**src/rtl/uart_recv_if.sv**
```systemverilog
// Byte-stream interface of the UART receiver.
// It carries the serial input and the received-byte handshake.
interface uart_recv_if;
  logic       RXD;
  logic [7:0] DATA;
  logic       DATA_READY;
  logic       FRAME_ERR;
  logic       PARITY_ERR;
  logic       BUSY;

  modport master (
    input  RXD,
    output DATA, DATA_READY, FRAME_ERR, PARITY_ERR, BUSY
  );

  modport slave (
    output RXD,
    input  DATA, DATA_READY, FRAME_ERR, PARITY_ERR, BUSY
  );
endinterface

```
**src/rtl/uart_recv.sv**
```systemverilog
// UART receiver: 8N1 by default, 8E1 when UART_RECV_PARITY_EN is defined.
// Samples each bit at mid-bit and holds the last good byte in a single register.
module uart_recv #(
  parameter int CLKS_PER_BIT = 868,
  parameter int CNT_W        = 16
) (
  input logic       CLK,
  input logic       RST,
  uart_recv_if.master bus
);

  localparam logic [CNT_W-1:0] FULL_CNT = CNT_W'(CLKS_PER_BIT - 1);
  localparam logic [CNT_W-1:0] HALF_CNT = CNT_W'(CLKS_PER_BIT / 2 - 1);

  typedef enum logic [2:0] {
    S_IDLE, S_START, S_DATA, S_PARITY, S_STOP, S_WAIT_IDLE
  } state_t;

  state_t           state_q, state_d;
  logic             sync1_q, sync2_q;
  logic [CNT_W-1:0] cnt_q, cnt_d;
  logic [2:0]       bit_idx_q, bit_idx_d;
  logic [7:0]       shift_q, shift_d;
  logic [7:0]       data_q, data_d;
  logic             ready_q, ready_d;
  logic             ferr_q, ferr_d;
  logic             rxd_s;

`ifdef UART_RECV_PARITY_EN
  logic             perr_q, perr_d;
  logic             par_bad_q, par_bad_d;
`endif

  assign rxd_s = sync2_q;

  always_comb begin
    state_d   = state_q;
    cnt_d     = cnt_q + 1'b1;
    bit_idx_d = bit_idx_q;
    shift_d   = shift_q;
    data_d    = data_q;
    ready_d   = 1'b0;
    ferr_d    = 1'b0;
`ifdef UART_RECV_PARITY_EN
    perr_d    = 1'b0;
    par_bad_d = par_bad_q;
`endif
    case (state_q)
      S_IDLE: begin
        cnt_d = '0;
        if (!rxd_s) state_d = S_START;
      end
      S_START: begin
        // A start bit that is gone by mid-bit was a glitch.
        if (cnt_q == HALF_CNT) begin
          cnt_d     = '0;
          bit_idx_d = 3'd0;
          state_d   = rxd_s ? S_IDLE : S_DATA;
        end
      end
      S_DATA: begin
        if (cnt_q == FULL_CNT) begin
          cnt_d            = '0;
          shift_d[bit_idx_q] = rxd_s;
          bit_idx_d        = bit_idx_q + 3'd1;
          if (bit_idx_q == 3'd7) begin
`ifdef UART_RECV_PARITY_EN
            state_d = S_PARITY;
`else
            state_d = S_STOP;
`endif
          end
        end
      end
`ifdef UART_RECV_PARITY_EN
      S_PARITY: begin
        if (cnt_q == FULL_CNT) begin
          cnt_d     = '0;
          par_bad_d = rxd_s ^ (^shift_q);
          state_d   = S_STOP;
        end
      end
`endif
      S_STOP: begin
        if (cnt_q == FULL_CNT) begin
          cnt_d = '0;
          if (rxd_s) begin
            state_d = S_IDLE;
`ifdef UART_RECV_PARITY_EN
            if (par_bad_q) begin
              perr_d = 1'b1;
            end else begin
              data_d  = shift_q;
              ready_d = 1'b1;
            end
`else
            data_d  = shift_q;
            ready_d = 1'b1;
`endif
          end else begin
            // Framing error wins over parity; wait out a held-low line.
            ferr_d  = 1'b1;
            state_d = S_WAIT_IDLE;
          end
        end
      end
      S_WAIT_IDLE: begin
        cnt_d = '0;
        if (rxd_s) state_d = S_IDLE;
      end
      default: begin
        cnt_d   = '0;
        state_d = S_IDLE;
      end
    endcase
  end

  always_ff @(posedge CLK or posedge RST) begin
    if (RST) begin
      state_q   <= S_IDLE;
      sync1_q   <= 1'b1;
      sync2_q   <= 1'b1;
      cnt_q     <= '0;
      bit_idx_q <= 3'd0;
      shift_q   <= 8'h00;
      data_q    <= 8'h00;
      ready_q   <= 1'b0;
      ferr_q    <= 1'b0;
`ifdef UART_RECV_PARITY_EN
      perr_q    <= 1'b0;
      par_bad_q <= 1'b0;
`endif
    end else begin
      state_q   <= state_d;
      sync1_q   <= bus.RXD;
      sync2_q   <= sync1_q;
      cnt_q     <= cnt_d;
      bit_idx_q <= bit_idx_d;
      shift_q   <= shift_d;
      data_q    <= data_d;
      ready_q   <= ready_d;
      ferr_q    <= ferr_d;
`ifdef UART_RECV_PARITY_EN
      perr_q    <= perr_d;
      par_bad_q <= par_bad_d;
`endif
    end
  end

  assign bus.DATA       = data_q;
  assign bus.DATA_READY = ready_q;
  assign bus.FRAME_ERR  = ferr_q;
  assign bus.BUSY       = (state_q != S_IDLE);
`ifdef UART_RECV_PARITY_EN
  assign bus.PARITY_ERR = perr_q;
`else
  assign bus.PARITY_ERR = 1'b0;
`endif

endmodule

```
**src/flat_wrapper.sv**
```systemverilog
// flat-port wrapper written by rule: the top's interface ports become plain ports
module uart_recv_flat 
#(
  parameter int CLKS_PER_BIT = 868,
  parameter int CNT_W        = 16
)
  (CLK, RST, bus_RXD, bus_DATA, bus_DATA_READY, bus_FRAME_ERR, bus_PARITY_ERR, bus_BUSY);
  uart_recv_if bus_i ();
  input logic CLK;
  input logic RST;
  input wire logic [$bits(bus_i.RXD)-1:0] bus_RXD;
  output wire logic [$bits(bus_i.DATA)-1:0] bus_DATA;
  output wire logic [$bits(bus_i.DATA_READY)-1:0] bus_DATA_READY;
  output wire logic [$bits(bus_i.FRAME_ERR)-1:0] bus_FRAME_ERR;
  output wire logic [$bits(bus_i.PARITY_ERR)-1:0] bus_PARITY_ERR;
  output wire logic [$bits(bus_i.BUSY)-1:0] bus_BUSY;
  assign bus_i.RXD = bus_RXD;
  assign bus_DATA = bus_i.DATA;
  assign bus_DATA_READY = bus_i.DATA_READY;
  assign bus_FRAME_ERR = bus_i.FRAME_ERR;
  assign bus_PARITY_ERR = bus_i.PARITY_ERR;
  assign bus_BUSY = bus_i.BUSY;
  uart_recv #(.CLKS_PER_BIT(CLKS_PER_BIT), .CNT_W(CNT_W)) u_core (.CLK(CLK), .RST(RST), .bus(bus_i));
endmodule
```
**config.mk**
```make
export PLATFORM = sky130hd
export DESIGN_NAME = uart_recv_flat
export DESIGN_NICKNAME = d
export VERILOG_FILES = /design/src/rtl/uart_recv_if.sv /design/src/rtl/uart_recv.sv /design/src/flat_wrapper.sv
export SDC_FILE = /design/constraint.sdc
export NUM_CORES = 1
export LEC_CHECK = 0
export ABC_AREA = 0
export BUFFER_PORTS_ARGS = -buffer_cell sky130_fd_sc_hd__buf_4
export CAP_MARGIN = 25
export CORE_MARGIN = 1
export CORE_UTILIZATION = 63
export CTS_CLUSTER_DIAMETER = 100
export DETAILED_ROUTE_END_ITERATION = 8
export HOLD_SLACK_MARGIN = 0.05
export PLACE_DENSITY = 0.89
export SLEW_MARGIN = 20
export SYNTH_ARGS = -nofsm -noshare
export SYNTH_HDL_FRONTEND = slang
export SYNTH_SLANG_ARGS = --single-unit
```
**constraint.sdc**
```tcl
create_clock -name CLK -period 5.3 [get_ports CLK]
set_input_delay 0.265 -clock CLK [delete_from_list [all_inputs] [get_ports CLK]]
set_output_delay 0.265 -clock CLK [all_outputs]
set_load 0.01 [all_outputs]
```
==> summary.md, run 1 <==
| Metric | Value |
|---|---|
| Global placement routability congestion | `0.806` |
| Fin crit period | `2.19 ns` |
| Outcome | `finished, final reports clean` |
| Synth area leaders | `dfrtp_1, mux2_2, xor2_1` |
| Critical path's slowest cell | `a2bb2oi_4` |
| Initial drt markers | `31` |
| P_leak | `0.00112 uW` |
| RSZ-0062 raised after global routing | `false` |
| Layout area overhead | `11.5%` |
| Max_slew headroom | `48.3%` |
| Crit Path Category | `flop to flop` |
| Drt pass-1 iters | `4` |
| Fmax achieved | `456 MHz` |
| Worst Path Buf+Inv | `0` |
| CP delay by family, top | `compound AO/OA/AOI/OAI gates` |
| Vias in the first global route | `1362` |
| Crit path cell chain | `ha_1 > and3_1 > nand4_4 > a2bb2oi_4 > o221ai_2 > mux2_2` |
| Overall Power | `537 uW` |
| CTS Sinks | `42` |
| Area share of the largest cell type after synthesis | `49.5%` |
| Peak supply drop | `0.208 mV` |
| DRC violations left | `0` |
| CP Depth | `6` |
| Arr. time, crit path | `2.44 ns` |
| Worst slew pin tran | `0.774 ns` |
| WHS Path Cells | `0` |
| CTS clk-pin slew, worst paths | `0.11 ns` |
| Synth cell count leaders | `dfrtp_1, nor2_1, mux2_2, nand3_1, xor2_1` |
| Setup crit start kind | `flop` |
| Final setup viols | `0` |
| Netlist cell types | `36` |
| Pwr/cell area | `238 nW/um^2` |
| Area of the core | `3050 um^2` |
| Post-DR wirelength/cell | `15.3 um` |
| Initial antenna violation count | `0` |
| Std-Cell Rows | `20` |
| Via count | `1339` |
| Synth Flop Type | `dfrtp_1` |
| Post-route clock skew | `0.0143 ns` |
| Async S/R FF share, synth | `100%` |
| Design area | `2250 um^2` |
| TritonCTS Buffers | `5` |
| Die Y | `58.6 um` |
| Per-cell via count in the routed design | `5.67` |
| Storage cell area | `1050 um^2` |
| Final hold vios | `0` |
| CP Data Required Time | `5.55 ns` |
| Layout fillers | `221` |
| Die Width | `58.6 um` |
| Multi-input logic area | `915 um^2` |
| First-pass GRT wire length | `6080 um` |
| Placed Area | `2150 um^2` |
| Seq cells post-synth | `42` |
| Io pins | `15` |
| Max FO, Critical Path | `17` |
| Post-synth net total | `180` |
| Max cap viols | `0` |
| Worst reg2reg path depth | `6` |
| H-tree depth | `2` |
| Worst path max stage delay | `0.47 ns` |
| # resized after CTS | `0` |
| IO Port Bufs | `13` |
| CTS tree | `built` |
| Max clock buf depth | `2` |
| Initial core utilization | `66.2%` |
| Post-route clock period utilization | `41.3%` |
| Total track usage | `24.8%` |
| Final HPWL DP | `2600 um` |
| Largest net degree at the start of global routing | `43` |
| Syn avg cell area | `11.7 um^2` |
| Post-synth top area cell | `dfrtp_1` |
| Clock Root Buffer | `clkbuf_4` |
| Hold Crit Class | `flop to flop` |
| Top-count cell post-synth | `dfrtp_1` |
| Layout cells sized above 1 | `24.5%` |
| Nets | `198` |
| Fin util | `73.8%` |
| Global route overflow | `0` |
| Post-Syn Area | `2020 um^2` |
| Final setup TNS | `0 ns` |
| Post-Route WL | `3620 um` |
| Post-synth EDFFs | `0` |
| Final Slew Violations | `0` |
| Worst-Skew Late Latency | `0.37 ns` |
| Syn. warnings | `0` |
| Sequential area share after synthesis | `52.1%` |
| Worst setup EP type | `flop` |
| # diodes | `0` |
| Die area | `3440 um^2` |
| Post-Syn Instances | `173` |
| Detail Route Antenna Nets | `0` |
## state kept, by name, indices dropped and copies added, names as in the netlist
name	count
u_core.cnt_q	16
u_core.bus.DATA	8
u_core.shift_q	8
u_core.bit_idx_q	3
u_core.state_q	3
u_core.bus.DATA_READY	1
u_core.bus.FRAME_ERR	1
u_core.rxd_s	1
u_core.sync1_q	1
## layout make-up
| type | count | area share (%) |
|---|---|---|
| Sequential cell | 42 | 46.8 |
| Multi-Input combinational cell | 119 | 40.6 |
| Timing Repair Buffer | 16 | 5.55 |
| Tap cell | 44 | 2.44 |
| Clock buffer | 6 | 1.83 |
| Clock inverter | 2 | 1.67 |
| Inverter | 7 | 1.17 |
## cells in the final DEF (no fill, tap or decap), types with 4 or more instances in the layout
cell type  netlist  final
and4_1           4      4
buf_4            2     14
clkbuf_4         0      5
dfrtp_1         40     40
ha_1             4      4
inv_1            7      7
mux2_1           5      5
mux2_2          14     14
nand2_1          9      9
nand3_1         12     12
nor2_1          23     23
nor3_1           4      4
xnor2_1          4      4
xor2_1          10     10
## worst reg2reg max path: cells and delay by family (launching register included)
kind | cells | cell delay [ns]
AO/OA/AOI/OAI | 2 | 0.69
adder cells (fa/ha/maj) | 1 | 0.23
flip-flops | 1 | 0.43
multiplexers | 1 | 0.31
AND/OR/NAND/NOR | 2 | 0.42
## power breakdown
group / internal (uW) / switching [uW]
clock: 99.5 / 105
combinational: 2.70 / 6.62
sequential: 322 / 1.43
## cells by family (layout without fill, tap and decap cells)
kind of cell | count (synthesis) | in the layout | share of synthesized area [%]
other | 1 | 1 | 0.186
flip-flops | 42 | 42 | 52.1
AND/OR/NAND/NOR | 70 | 70 | 20.7
multiplexers | 21 | 21 | 11.6
adder cells (fa/ha/maj) | 4 | 4 | 2.48
buffers and inverters | 12 | 31 | 2.60
AO/OA/AOI/OAI | 9 | 9 | 4.21
XOR/XNOR | 14 | 14 | 6.07
## timing repair
| item | 4_1_cts | 5_1_grt |
|---|---|---|
| hold buffers | 2 | 0 |
| buffers inserted | 0 | 0 |
| endpoints found under the hold margin | 41 | 0 |
## worst paths after layout
kind / from / end / slack (ns)
worst max-delay path: u_core.cnt_q[0] / u_core.state_q[1] / 3.11
min in group asynchronous: RST / u_core.shift_q[5] / 0.57
worst min register to register: u_core.sync1_q / u_core.rxd_s / 0.36
worst min-delay path: u_core.sync1_q / u_core.rxd_s / 0.36
max in group asynchronous: RST / u_core.rxd_s / 4.35
worst max register to register: u_core.cnt_q[0] / u_core.state_q[1] / 3.11
## through the flow
| stage | std cells | hold WS [ns] | worst slack, ns |
|---|---|---|---|
| 4_1_cts | 236 | 0.364 | 3.11 |
| 3_5_place_dp | 226 | 0.347 | 3.11 |
| 2_1_floorplan | 173 | 0.269 | 3.31 |
| 6_report | 236 | 0.363 | 3.11 |
| 5_1_grt | 236 | 0.372 | 2.99 |
| 3_3_place_gp | 226 | 0.346 | 3.20 |
## per-layer routing
metal | up-vias | share of wire [%] | global-route usage [%]
met4 | 0 | 2.3 | 13.6
met5 | - | 0 | 0
met3 | 10 | 2.5 | 5.49
li1 | 633 | - | -
met1 | 679 | 40 | 27.0
met2 | 17 | 55 | 44.7
No activity file was read; power rests on OpenSTA's default activity.
==> run 2: changes to the inputs <==
--- a/config.mk
+++ b/config.mk
@@ -9,11 +9,11 @@
 export BUFFER_PORTS_ARGS = -buffer_cell sky130_fd_sc_hd__buf_4
 export CAP_MARGIN = 25
 export CORE_MARGIN = 1
-export CORE_UTILIZATION = 63
+export CORE_UTILIZATION = 59
 export CTS_CLUSTER_DIAMETER = 100
 export DETAILED_ROUTE_END_ITERATION = 8
 export HOLD_SLACK_MARGIN = 0.05
-export PLACE_DENSITY = 0.89
+export PLACE_DENSITY = 0.84
 export SLEW_MARGIN = 20
 export SYNTH_ARGS = -nofsm -noshare
 export SYNTH_HDL_FRONTEND = slang
==> constraint.sdc (replaced) <==
create_clock -name CLK -period 2.15 [get_ports CLK]
set_input_delay 0.1075 -clock CLK [delete_from_list [all_inputs] [get_ports CLK]]
set_output_delay 0.1075 -clock CLK [all_outputs]
set_load 0.01 [all_outputs]
==> run 2 against run 1 <==
Against the previous run:
- power rose by 130%
- cell area rose by 1.2%
- core utilization fell by 1.5 points
- highest routed layer unchanged
- final cell count rose by 2.1%
- largest cell class unchanged
- register-to-register slack got worse by 3.0 ns
- global-route usage fell by 2.0 points
- clock skew fell by 0.0054 ns
- combinational power rose by 150%
- clock-buffer cell count fell by 1
- die area rose by 6.5%
- via count rose by 1.2%
- sequential share of layout area fell by 0.51 points
==> summary.md, run 2 (synthesis gave the netlist of run 1 again) <==
| Metric | Value |
|---|---|
| Multi-input logic area | `920 um^2 (+0.55%)` |
| Initial core utilization | `64.1% (-2.1 points)` |
| Post-Route WL | `3570 um (-1.4%)` |
| Worst-Skew Late Latency | `0.36 ns (about the same)` |
| Largest net degree at the start of global routing | `43 (unchanged)` |
| Switching part of the total | `24.1% (+3.0 points)` |
| Storage cell area | `1050 um^2 (+0.12%)` |
| Final cell count without fillers | `241 (+2.1%)` |
| Max_slew headroom | `66.4% (+18 points)` |
| Peak supply drop | `0.414 mV (+99%)` |
| Critical path's slowest cell | `dfrtp_1` |
| Pwr/cell area | `539 nW/um^2 (+130%)` |
| CTS Sinks | `42 (unchanged)` |
| Setup crit start kind | `flop` |
| Crit path cell chain | `nor4_4 > nand4_4 > or3_4 > nor3_1 > mux2_1` |
| Post-DR wirelength/cell | `14.8 um (-3.5%)` |
| RSZ-0062 raised after global routing | `false` |
| TritonCTS Buffers | `5 (unchanged)` |
| Dpl cells | `231 (+2.2%)` |
| Clock power frac | `33.3% (-4.8 points)` |
| # diodes | `0 (unchanged)` |
| Vias in the first global route | `1386 (+1.8%)` |
| Die Y | `60.5 um (+3.2%)` |
| Clock Root Buffer | `clkbuf_4` |
| Global placement routability congestion | `0.825 (+2.4%)` |
| CP delay by family, top | `simple AND/OR/NAND/NOR gates` |
| Initial antenna violation count | `0 (unchanged)` |
| Crit Path Category | `flop to flop` |
| CP Data Required Time | `2.41 ns (-3.14 ns)` |
| Worst path max stage delay | `0.49 ns (+0.02 ns)` |
| Comb pwr share | `1.9% (+0.2 points)` |
| First-pass GRT wire length | `6030 um (-0.79%)` |
| Post-CTS setup buffers | `0 (unchanged)` |
| Max clock buf depth | `2 (unchanged)` |
| Per-cell via count in the routed design | `5.62 (-0.90%)` |
| Hold Crit Class | `flop to flop` |
| IO Port Bufs | `13 (unchanged)` |
| Fin util | `72.3% (-1.5 points)` |
| Io pins | `15 (unchanged)` |
| P_leak | `0.00114 uW (+1.5%)` |
| Layout area overhead | `12.9%` |
| Final setup TNS | `0 ns (unchanged)` |
| Final Slew Violations | `0 (unchanged)` |
| Max cap viols | `0 (unchanged)` |
| Psw | `296 uW (+160%)` |
| Post-route clock period utilization | `93.9% (+53 points)` |
| Worst setup EP type | `flop` |
| Worst Path Buf+Inv | `0 (unchanged)` |
| CTS clk-pin slew, worst paths | `0.13 ns (+0.02 ns)` |
| Largest Register | `u_core.cnt_q` |
| Layout cells sized above 1 | `27.9% (+3.4 points)` |
| Final setup viols | `0 (unchanged)` |
| Sequential share of power | `64.8% (+4.6 points)` |
| Area of the core | `3150 um^2 (+3.3%)` |
| Fin crit period | `2.02 ns (-0.171 ns)` |
| Total track usage | `22.8% (-2.0 points)` |
| Initial drt markers | `36 (+16%)` |
| Global route overflow | `0 (unchanged)` |
| Std-Cell Rows | `20 (unchanged)` |
| H-tree depth | `2 (unchanged)` |
| Worst slew pin tran | `0.504 ns (-0.269 ns)` |
| Final HPWL DP | `2560 um (-1.4%)` |
| Max FO, Critical Path | `5 (-12)` |
| Commonest cells after routing, fill and taps aside | `dfrtp_1, nor2_1, buf_4` |
| Layout fillers | `256 (+16%)` |
| Drt pass-1 iters | `4 (unchanged)` |
| Commonest non-fill, non-tap cell in the layout | `dfrtp_1` |
| Die area | `3660 um^2 (+6.5%)` |
| DRC violations left | `0 (unchanged)` |
| Fmax achieved | `495 MHz (+8.5%)` |
| Die Width | `60.5 um (+3.2%)` |
| Cell Int Power | `934 uW (+120%)` |
| Nets | `203 (+2.5%)` |
| Final hold vios | `0 (unchanged)` |
| Via count | `1355 (+1.2%)` |
| Detail Route Antenna Nets | `0 (unchanged)` |
| Post-route clock skew | `0.00890 ns (-0.00542 ns)` |
| Outcome | `finished, final reports clean` |
| Arr. time, crit path | `2.28 ns (-0.16 ns)` |
| Max reg flops | `16 (unchanged)` |
| CTS tree | `built` |
[run 2: cell count changes in the layout (fill, tap and decap cells not counted), sizes merged]
cell / before / now
buf: 14 / 19
bufinv: 1 / 0
clkbuf: 6 / 5
clkinv: 0 / 1
inv: 7 / 8
[run 2: final cells by class]
class / count / share of cell area (%)
Clock buffer: 5 / 1.65
Clock inverter: 3 / 1.10
Inverter: 7 / 1.15
Multi-Input combinational cell: 119 / 40.3
Sequential cell: 42 / 46.2
Tap cell: 44 / 2.41
Timing Repair Buffer: 21 / 7.13
[run 2: path summary, 6_finish.rpt]
path	start	endpoint	slack, ns	cells past startpoint
max in group asynchronous	RST	u_core.cnt_q[0]	1.33	4
min in group asynchronous	RST	u_core.bus.DATA[5]	0.44	4
worst min-delay path	u_core.sync1_q	u_core.rxd_s	0.37	0
worst min register to register	u_core.sync1_q	u_core.rxd_s	0.37	0
worst max-delay path	u_core.cnt_q[3]	u_core.shift_q[2]	0.13	5
worst max register to register	u_core.cnt_q[3]	u_core.shift_q[2]	0.13	5
[run 2: per-layer routing]
layer,track usage [%],part of all wire [%],vias up
met4,9.42,0.87,0
li1,-,-,643
met1,24.2,41,674
met5,0,0,-
met3,6.18,3.8,4
met2,42.4,54,34
[run 2: what timing repair did]
action	in CTS	in global routing
resized for setup	0	2
endpoints found under the setup margin	0	9
endpoints found under the hold margin	41	0
hold buffers	2	0
[run 2: power groups by stage]
| stage | sequential [uW] | combinational (uW) | clock, uW |
|---|---|---|---|
| 3_3_place_gp | 812 | 20.4 | 0 |
| 5_1_grt | 798 | 27.0 | 450 |
| 3_5_place_dp | 812 | 21.2 | 0 |
| 2_1_floorplan | 809 | 16.4 | 0 |
| 6_report | 797 | 23.1 | 409 |
| 4_1_cts | 797 | 24.0 | 424 |
[run 2: worst reg2reg max path: cells and delay by family, from the launching register on]
kind / cells / cell delay, ns
simple gates: 4 / 1.10
flops: 1 / 0.49
mux: 1 / 0.35
[run 2: metrics by stage]
stage	worst slack, ns	instance area, um^2	total power (uW)	hold WS (ns)
floorplan	0.165	2020	825	0.112
global placement	0.168	2190	832	0.216
detailed placement	0.0751	2190	833	0.218
CTS	0.0640	2270	1250	0.372
global route	0.0464	2280	1270	0.372
finish	0.130	2280	1230	0.369
==> run 3: changes to the inputs <==
--- a/config.mk
+++ b/config.mk
@@ -9,11 +9,11 @@
 export BUFFER_PORTS_ARGS = -buffer_cell sky130_fd_sc_hd__buf_4
 export CAP_MARGIN = 25
 export CORE_MARGIN = 1
-export CORE_UTILIZATION = 59
+export CORE_UTILIZATION = 53
 export CTS_CLUSTER_DIAMETER = 100
 export DETAILED_ROUTE_END_ITERATION = 8
 export HOLD_SLACK_MARGIN = 0.05
-export PLACE_DENSITY = 0.84
+export PLACE_DENSITY = 0.8
 export SLEW_MARGIN = 20
 export SYNTH_ARGS = -nofsm -noshare
 export SYNTH_HDL_FRONTEND = slang
==> constraint.sdc (replaced) <==
create_clock -name CLK -period 1.8 [get_ports CLK]
set_input_delay 0.09 -clock CLK [delete_from_list [all_inputs] [get_ports CLK]]
set_output_delay 0.09 -clock CLK [all_outputs]
set_load 0.01 [all_outputs]
==> run 3 against run 2 <==
Against the previous run:
- wire length increased by 13%
- critical path depth unchanged
- the flow now finishes with violations (negative setup slack)
- largest cell class unchanged
- die area is 11% higher
- sequential share of layout area shrank 5.6 points
- fmax up 3.9%
- core utilization shrank 1.5 points
- power up 30%
==> summary.md, run 3 (synthesis gave the netlist of run 1 again) <==
| Metric | Value |
|---|---|
| Die area | `4060 um^2 (+11%)` |
| Setup WS post-layout | `-0.143 ns (-0.274 ns)` |
| DRC violations left | `0 (unchanged)` |
| Die Y | `63.7 um (+5.3%)` |
| Final hold vios | `0 (unchanged)` |
| Worst Path Buf+Inv | `0 (unchanged)` |
| Fin crit period | `1.94 ns (-0.0763 ns)` |
| Clock Root Buffer | `clkbuf_8` |
| First-pass GRT wire length | `6580 um (+9.2%)` |
| Final HPWL DP | `2730 um (+6.7%)` |
| Worst setup EP type | `flop` |
| Detail Route Antenna Nets | `0 (unchanged)` |
| Crit path cell chain | `nor4_4 > nand4_4 > or3_4 > nor3_4 > mux2_4` |
| CP Data Required Time | `1.98 ns (-0.43 ns)` |
| Cell Int Power | `1260 uW (+35%)` |
| Max FO, Critical Path | `4 (-1)` |
| CTS Sinks | `42 (unchanged)` |
| Global placement routability congestion | `0.853 (+3.3%)` |
| Commonest non-fill, non-tap cell in the layout | `buf_4` |
| CTS clk-pin slew, worst paths | `0.08 ns (-0.05 ns)` |
| Pre-CTS setup slack | `-0.135 ns (-0.210 ns)` |
| Io pins | `15 (unchanged)` |
| Placed Area | `2400 um^2 (+9.5%)` |
| CP delay by family, top | `simple AND/OR/NAND/NOR gates` |
| Final setup TNS | `-1.31 ns (-1.31 ns)` |
| H-tree depth | `2 (unchanged)` |
| Hold Crit Class | `flop to flop` |
| Drt pass-1 iters | `4 (unchanged)` |
| Psw | `332 uW (+12%)` |
| RSZ-0062 raised after global routing | `true` |
| Worst-Skew Late Latency | `0.29 ns (-0.07 ns)` |
| Overall Power | `1600 uW (+30%)` |
| Critical path's slowest cell | `dfrtp_1` |
| Min Hold Slack | `0.357 ns (-0.0126 ns)` |
| CTS tree | `built` |
| Area of the core | `3660 um^2 (+16%)` |
| Initial core utilization | `55.2% (-8.9 points)` |
| Pwr/cell area | `616 nW/um^2 (+14%)` |
| Global route overflow | `0 (unchanged)` |
| Sequential share of power | `59.6% (-5.2 points)` |
| Initial antenna violation count | `0 (unchanged)` |
| Final Slew Violations | `0 (unchanged)` |
| Post-DR wirelength/cell | `14.8 um (+0.16%)` |
| Max clock buf depth | `2 (unchanged)` |
| Setup crit start kind | `flop` |
| Commonest cells after routing, fill and taps aside | `buf_4, dfrtp_1, nor2_1` |
| Outcome | `finished with violations` |
| Layout area overhead | `28.4%` |
| Fmax achieved | `515 MHz (+3.9%)` |
| Final setup viols | `19 (+19)` |
| # diodes | `0 (unchanged)` |
| Per-cell via count in the routed design | `5.32 (-5.4%)` |
| Largest net degree at the start of global routing | `43 (unchanged)` |
| Initial drt markers | `52 (+44%)` |
| TritonCTS Buffers | `5 (unchanged)` |
| Std-Cell Rows | `22 (+10%)` |
| Comb pwr share | `1.8% (about the same)` |
| Max reg flops | `16 (unchanged)` |
| Post-route clock period utilization | `108% (+14 points)` |
| Largest Register | `u_core.cnt_q` |
| IO Port Bufs | `13 (unchanged)` |
| Crit Path Category | `flop to flop` |
| Clock power frac | `38.6% (+5.3 points)` |
| Post-route clock skew | `0.00498 ns (-0.00392 ns)` |
| Peak supply drop | `0.505 mV (+22%)` |
| Max cap viols | `0 (unchanged)` |
| Via count | `1441 (+6.3%)` |
| Worst path max stage delay | `0.42 ns (-0.07 ns)` |
| Die Width | `63.7 um (+5.3%)` |
| Failing checks | `negative setup slack` |
| Vias in the first global route | `1476 (+6.5%)` |
| Arr. time, crit path | `2.13 ns (-0.15 ns)` |
| Total track usage | `21.8% (-1.0 points)` |
| Post-Route WL | `4020 um (+13%)` |
| Switching part of the total | `20.8% (-3.3 points)` |
| Nets | `229 (+13%)` |
| Max_slew headroom | `65.5% (-0.87 points)` |
| Design area | `2590 um^2 (+14%)` |
| Worst slew pin tran | `0.517 ns (+0.0130 ns)` |
| P_leak | `0.00133 uW (+17%)` |
| Layout cells sized above 1 | `39.9% (+12 points)` |
==> run 3: changes by cell type in the layout (fill, tap and decap cells not counted), moves of 4 or more <==
cell / change
buf_4: +25
clkbuf_4: -5
clkbuf_8: +6
mux2_1: -4
mux2_4: +4
nor3_1: -4
nor3_4: +5
==> run 3: area by class of cell <==
type                            count  area (um^2)
Fill cell                         255         1070
Sequential cell                    42         1050
Multi-Input combinational cell    119          992
Timing Repair Buffer               47          370
Clock buffer                        7         86.3
Tap cell                           48         60.1
Inverter                            7         26.3
Clock inverter                      1         5.00
==> run 3: routing by layer <==
layer,track usage (%),share of wire [%],vias up
met5,0,0,-
met4,9.38,2.8,0
met3,6.61,3.2,10
met2,38.0,52,25
met1,24.4,42,713
li1,-,-,693
==> run 3: timing repair <==
item                       CTS  global route
setup buffers                3             1
resized for setup            1            10
hold buffers                 2             0
hold endpoints to repair    41             0
pin swaps                    1             0
setup endpoints to repair   19            35
==> run 3: through the flow <==
stage	cells	util [%]
global placement	257	65.6
global route	271	70.8
detailed placement	257	65.6
floorplan	173	-
CTS	270	69.4
finish	271	70.8
==> run 3: worst paths after layout <==
path                                  startpoint                   to  slack [ns]  cells after the start
worst max-delay path            u_core.cnt_q[10]    u_core.shift_q[0]       -0.14                      5
worst min-delay path              u_core.sync1_q         u_core.rxd_s        0.36                      0
worst max register to register  u_core.cnt_q[10]    u_core.shift_q[0]       -0.14                      5
worst min register to register    u_core.sync1_q         u_core.rxd_s        0.36                      0
max in group asynchronous                    RST       u_core.sync1_q        0.95                      4
min in group asynchronous                    RST  u_core.bit_idx_q[2]        0.48                      4
==> run 3: power groups by stage <==
| stage | Combinational, uW | Sequential (uW) | Clock (uW) |
|---|---|---|---|
| floorplan | 19.6 | 966 | 0 |
| global placement | 24.7 | 969 | 0 |
| detailed placement | 25.7 | 970 | 0 |
| CTS | 29.3 | 951 | 640 |
| global route | 33.3 | 952 | 682 |
| finish | 28.0 | 952 | 617 |
